`src/rtl/serial_add_pkg.sv`:
```
// Shared types and constants for the bit-serial adder.
// Default width, counter width and FSM state encoding.
package serial_add_pkg;

  localparam int WIDTH_DEF = 16;

  function automatic int cnt_w(input int w);
    return (w <= 2) ? 1 : $clog2(w);
  endfunction

  localparam int CNT_W = cnt_w(WIDTH_DEF);

  typedef enum logic [1:0] {
    IDLE = 2'd0,
    BUSY = 2'd1,
    DONE = 2'd2
  } state_t;

endpackage

```
`src/rtl/fa_1bit.sv`:
```
// One-bit full adder used as the serial sum/carry cell.
// Ports: a, b, cin in; s (sum), cout (carry) out.
module fa_1bit (
  input  logic a,
  input  logic b,
  input  logic cin,
  output logic s,
  output logic cout
);

  assign s    = a ^ b ^ cin;
  assign cout = (a & b) | (cin & (a ^ b));

endmodule

```
`src/rtl/serial_adder_16bit.sv`:
```
// Bit-serial adder: a+b+cin over WIDTH cycles, LSB first.
// Ports: clk, rst_n, a, b, cin, start in; sum, cout, busy, done out.
// Define SERIAL_ADD_OVF_EN to add the registered ovf output.
module serial_adder_16bit
  import serial_add_pkg::*;
#(
  parameter int WIDTH = WIDTH_DEF
) (
  input  logic             clk,
  input  logic             rst_n,
  input  logic [WIDTH-1:0] a,
  input  logic [WIDTH-1:0] b,
  input  logic             cin,
  input  logic             start,
  output logic [WIDTH-1:0] sum,
  output logic             cout,
  output logic             busy,
  output logic             done
`ifdef SERIAL_ADD_OVF_EN
  ,
  output logic             ovf
`endif
);

  localparam int CW = cnt_w(WIDTH);

  state_t st, st_nx;

  logic [WIDTH-1:0] a_sh;
  logic [WIDTH-1:0] b_sh;
  logic [WIDTH-1:0] res;
  logic [CW-1:0]    cnt;
  logic             c;
  logic             s;
  logic             co;
  logic             last;
  logic             accept;

  fa_1bit u_fa (
    .a    (a_sh[0]),
    .b    (b_sh[0]),
    .cin  (c),
    .s    (s),
    .cout (co)
  );

  assign last   = (cnt == CW'(WIDTH - 1));
  assign accept = start && (st != BUSY);
  assign busy   = (st == BUSY);
  assign done   = (st == DONE);

  always_ff @(posedge clk or negedge rst_n) begin
    if (!rst_n) st <= IDLE;
    else        st <= st_nx;
  end

  always_comb begin
    st_nx = st;
    unique case (st)
      IDLE: if (start) st_nx = BUSY;
      BUSY: if (last)  st_nx = DONE;
      DONE: st_nx = start ? BUSY : IDLE;
      default: st_nx = IDLE;
    endcase
  end

  always_ff @(posedge clk or negedge rst_n) begin
    if (!rst_n) begin
      a_sh <= '0;
      b_sh <= '0;
      res  <= '0;
      cnt  <= '0;
      c    <= 1'b0;
      sum  <= '0;
      cout <= 1'b0;
    end else if (accept) begin
      a_sh <= a;
      b_sh <= b;
      c    <= cin;
      res  <= '0;
      cnt  <= '0;
    end else if (st == BUSY) begin
      a_sh <= a_sh >> 1;
      b_sh <= b_sh >> 1;
      c    <= co;
      res  <= {s, res[WIDTH-1:1]};
      // Counter parks on its last value; only a new start reloads it.
      if (last) begin
        sum  <= {s, res[WIDTH-1:1]};
        cout <= co;
      end else begin
        cnt <= cnt + 1'b1;
      end
    end
  end

`ifdef SERIAL_ADD_OVF_EN
  // c is the carry into the MSB during the final bit.
  always_ff @(posedge clk or negedge rst_n) begin
    if (!rst_n)                   ovf <= 1'b0;
    else if (!accept && busy && last) ovf <= c ^ co;
  end
`endif

endmodule

```
`config.mk`:
```
export PLATFORM = sky130hd
export DESIGN_NAME = serial_adder_16bit
export DESIGN_NICKNAME = d
export VERILOG_FILES = /design/src/rtl/serial_add_pkg.sv /design/src/rtl/fa_1bit.sv /design/src/rtl/serial_adder_16bit.sv
export SDC_FILE = /design/constraint.sdc
export NUM_CORES = 1
export LEC_CHECK = 0
export ABC_AREA = 0
export CAP_MARGIN = 20
export CORE_MARGIN = 5
export CORE_UTILIZATION = 35
export DETAILED_ROUTE_END_ITERATION = 10
export PLACE_DENSITY = 0.54
export SYNTH_ARGS = -nofsm -noshare
export SYNTH_HDL_FRONTEND = slang
export SYNTH_HIERARCHICAL = 1
export SYNTH_SLANG_ARGS = --single-unit
export TNS_END_PERCENT = 20
```
`constraint.sdc`:
```
create_clock -name clk -period 3.9 [get_ports clk]
set_input_delay 0.585 -clock clk [delete_from_list [all_inputs] [get_ports clk]]
set_output_delay 0.585 -clock clk [all_outputs]
set_load 0.01 [all_outputs]
```
==> results.sh <==
export IMPL_p_seq_frac=0.445
export IMPL_maxSlewHeadroom=0.4061
export IMPL_antenna_found_initial=0
export IMPL_synthArstFlopShare=1.000
export IMPL_vdd_drop_max_mv=0.3170
export IMPL_avgRoutedWirePerCell_um=14.20
export IMPL_postCtsResizedCells=0
export IMPL_drc=0
export IMPL_slowest_stage="clkdlybuf4s50_1"
export IMPL_status="completed"
export IMPL_numClockSinks=71
export IMPL_io_pins=55
export IMPL_grt_pass1_wl_um=10470
export IMPL_p_leak_nw=1.868
export IMPL_ys_warn_count=6
export IMPL_hpwl_um=3861
export IMPL_p_int_mw=1.883
export IMPL_switchingPower_uw=870.6
export IMPL_power_mw=2.753
export IMPL_synth_ff_type="dfrtp_1"
export IMPL_place_inst=416
export IMPL_final_cell_count_no_fill=432
export IMPL_clockBufferDepth=2
export IMPL_crit_required_ns=3.31
export IMPL_design_area_um2=3959
export IMPL_die_h_um=104.8
export IMPL_drtPass1Iterations=4
export IMPL_overflow=0
export IMPL_synth_area_um2=3144
export IMPL_worstMarginPinSlew_ns=0.8908
export IMPL_p_per_area_nw_per_um2=695.5
export IMPL_clock_skew_ns=0.007906
export IMPL_routabilityCongestion=0.7168
export IMPL_layout_drive_gt1_share=0.1327
export IMPL_die_w_um=104.8
export IMPL_swShare=0.3162
export IMPL_criticalPathCategory="reg -> out"
export IMPL_synth_edf_count=0
export IMPL_antenna_cells=0
export IMPL_path_cells="nand2b_4 > inv_2 > clkdlybuf4s50_1"
export IMPL_grt_start_max_net_pins=84
export IMPL_post_drt_via_cell_ratio=4.750
export IMPL_coreArea_um2=8721
export IMPL_cp_max_fo=21
export IMPL_clk_pin_slew_ns=0.07
export IMPL_initial_core_util=0.3605
export IMPL_period_needed_ns=2.203
export IMPL_rsz0062_at_grt="false"
export IMPL_dpl_cell_area_um2=3714
export IMPL_holdBufCountCts=0
export IMPL_max_stage_delay_ns=0.53
export IMPL_path_buf_inv=2
export IMPL_worstSkewPairLatency_ns=0.33
export IMPL_cts_setup_buffers=0
export IMPL_cts_tree="done"
export IMPL_hold_viol_final=0
export IMPL_fmax_mhz=454.0
export IMPL_synth_seq_cells=71
export IMPL_track_usage=0.1172
export IMPL_critPathArrivalTime_ns=1.62
export IMPL_worstHoldPathType="in -> async"
export IMPL_io_buffers=54
export IMPL_cpLargestDelayFamily="buffers and inverters"
export IMPL_drt_total_wl_um=6136
export IMPL_fin_nets=357
export IMPL_area_delta_synth_final_pct=25.91
export IMPL_fin_crit_sh=0.5648
export IMPL_synth_nets=308
export IMPL_numCtsBuffers=9
export IMPL_cp_start_kind="register"
export IMPL_yosysSeqAreaShare=0.5651
export IMPL_critical_path_endpoint_type="primary output"
export IMPL_drv_cap=0
export IMPL_p_comb_frac=0.297
export IMPL_root_buffer="clkbuf_8"
export IMPL_syn_inst=270
export IMPL_synth_cell_types=30
export IMPL_htree_levels=3
export IMPL_slew_violations=0
export IMPL_dr_total_vias=2052
export IMPL_drtAntennaViolNets=0
export IMPL_grt_pass1_vias=2109
export IMPL_synth_avg_cell_area_um2=11.65
export IMPL_rows=34
export IMPL_power_frac_clock=0.258
export IMPL_hold_worst_slack_ns=0.3705
export IMPL_die_area_um2=10980
export IMPL_tns_ns=0
export IMPL_setup_viol=0
export IMPL_drt_iter0_markers=98
-- through the flow --
stage,worst slack [ns],util
floorplan,2.427,-
global placement,1.874,0.4258
detailed placement,1.846,0.4258
CTS,1.649,0.4539
global route,1.571,0.4539
finish,1.697,0.4539
-- final cells by class --
class | count | area (µm²)
fillers | 821 | 4762
flip-flops and latches | 71 | 1777
multi-input cells | 179 | 1246
repair buffers | 56 | 548.0
clock buffers | 10 | 137.6
well taps | 108 | 135.1
clock inverters | 6 | 107.6
inverters | 2 | 7.507
-- synthesized netlist by cell type (2+ instances only) --
master	n	area, µm²
buf_2	8	40.04
dfrtp_1	71	1777
nand2_1	64	240.2
o21ai_0	31	155.2
nand3b_1	15	112.6
buf_4	3	22.52
nor2_1	2	7.510
mux2_4	9	135.1
clkbuf_1	4	15.01
mux2i_1	34	340.3
mux2_2	9	101.4
a211oi_1	2	15.01
-- cells in the final DEF (no fill, tap or decap), types with 2 or more instances in the layout --
master           count
buf_4                3
clkinv_2             2
clkbuf_8            10
mux2i_1             34
clkdlybuf4s50_1     52
nand3b_1            15
bufinv_16            3
o21ai_0             31
dfrtp_1             71
mux2_2               9
mux2_4               9
nor2_1               2
a211oi_1             2
nand2_1             64
-- power groups by stage --
stage	Clock (mW)	Sequential [mW]	Combinational [mW]
2_1_floorplan	0	1.22	0.540
3_3_place_gp	0	1.24	0.817
3_5_place_dp	0	1.24	0.837
4_1_cts	0.739	1.23	0.839
5_1_grt	0.769	1.27	0.930
6_report	0.710	1.23	0.817
-- registers in the layout, summed over array words and instances, names as in the netlist --
register and cells:
a_sh 16, b_sh 16, c 1, cnt 4
cout 1, res 15, st 2, sum 16
-- routing by layer --
| layer | vias up | routed length (µm) | GRT usage | share of wire |
|---|---|---|---|---|
| met1 | 983 | 3060 | 0.1692 | 0.50 |
| li1 | 1015 | - | - | - |
| met3 | 10 | 231 | 0.02959 | 0.038 |
| met2 | 44 | 2720 | 0.1637 | 0.44 |
| met5 | - | 0 | 0 | 0 |
| met4 | 0 | 124 | 0.05571 | 0.020 |
-- path summary, 6_finish.rpt --
check	from	to	slack, ns	cells past startpoint
min in group clk	b_sh[12]	b_sh[11]	0.48	2
setup reg to reg	st[1]	cnt[0]	1.94	5
hold reg to reg	b_sh[12]	b_sh[11]	0.48	2
max in group asynchronous	rst_n	b_sh[9]	2.95	1
hold / removal	rst_n	sum[3]	0.37	1
setup / recovery	st[1]	busy	1.70	3
-- logic make-up after synthesis --
| family | after synthesis | synth area share |
|---|---|---|
| mux | 52 | 0.1834 |
| buf+inv | 20 | 0.03859 |
| compound gates | 37 | 0.06367 |
| simple gates | 88 | 0.1389 |
| fa+ha+maj | 2 | 0.01035 |
| flops | 71 | 0.5651 |
Power figures use the tool's default switching activity.
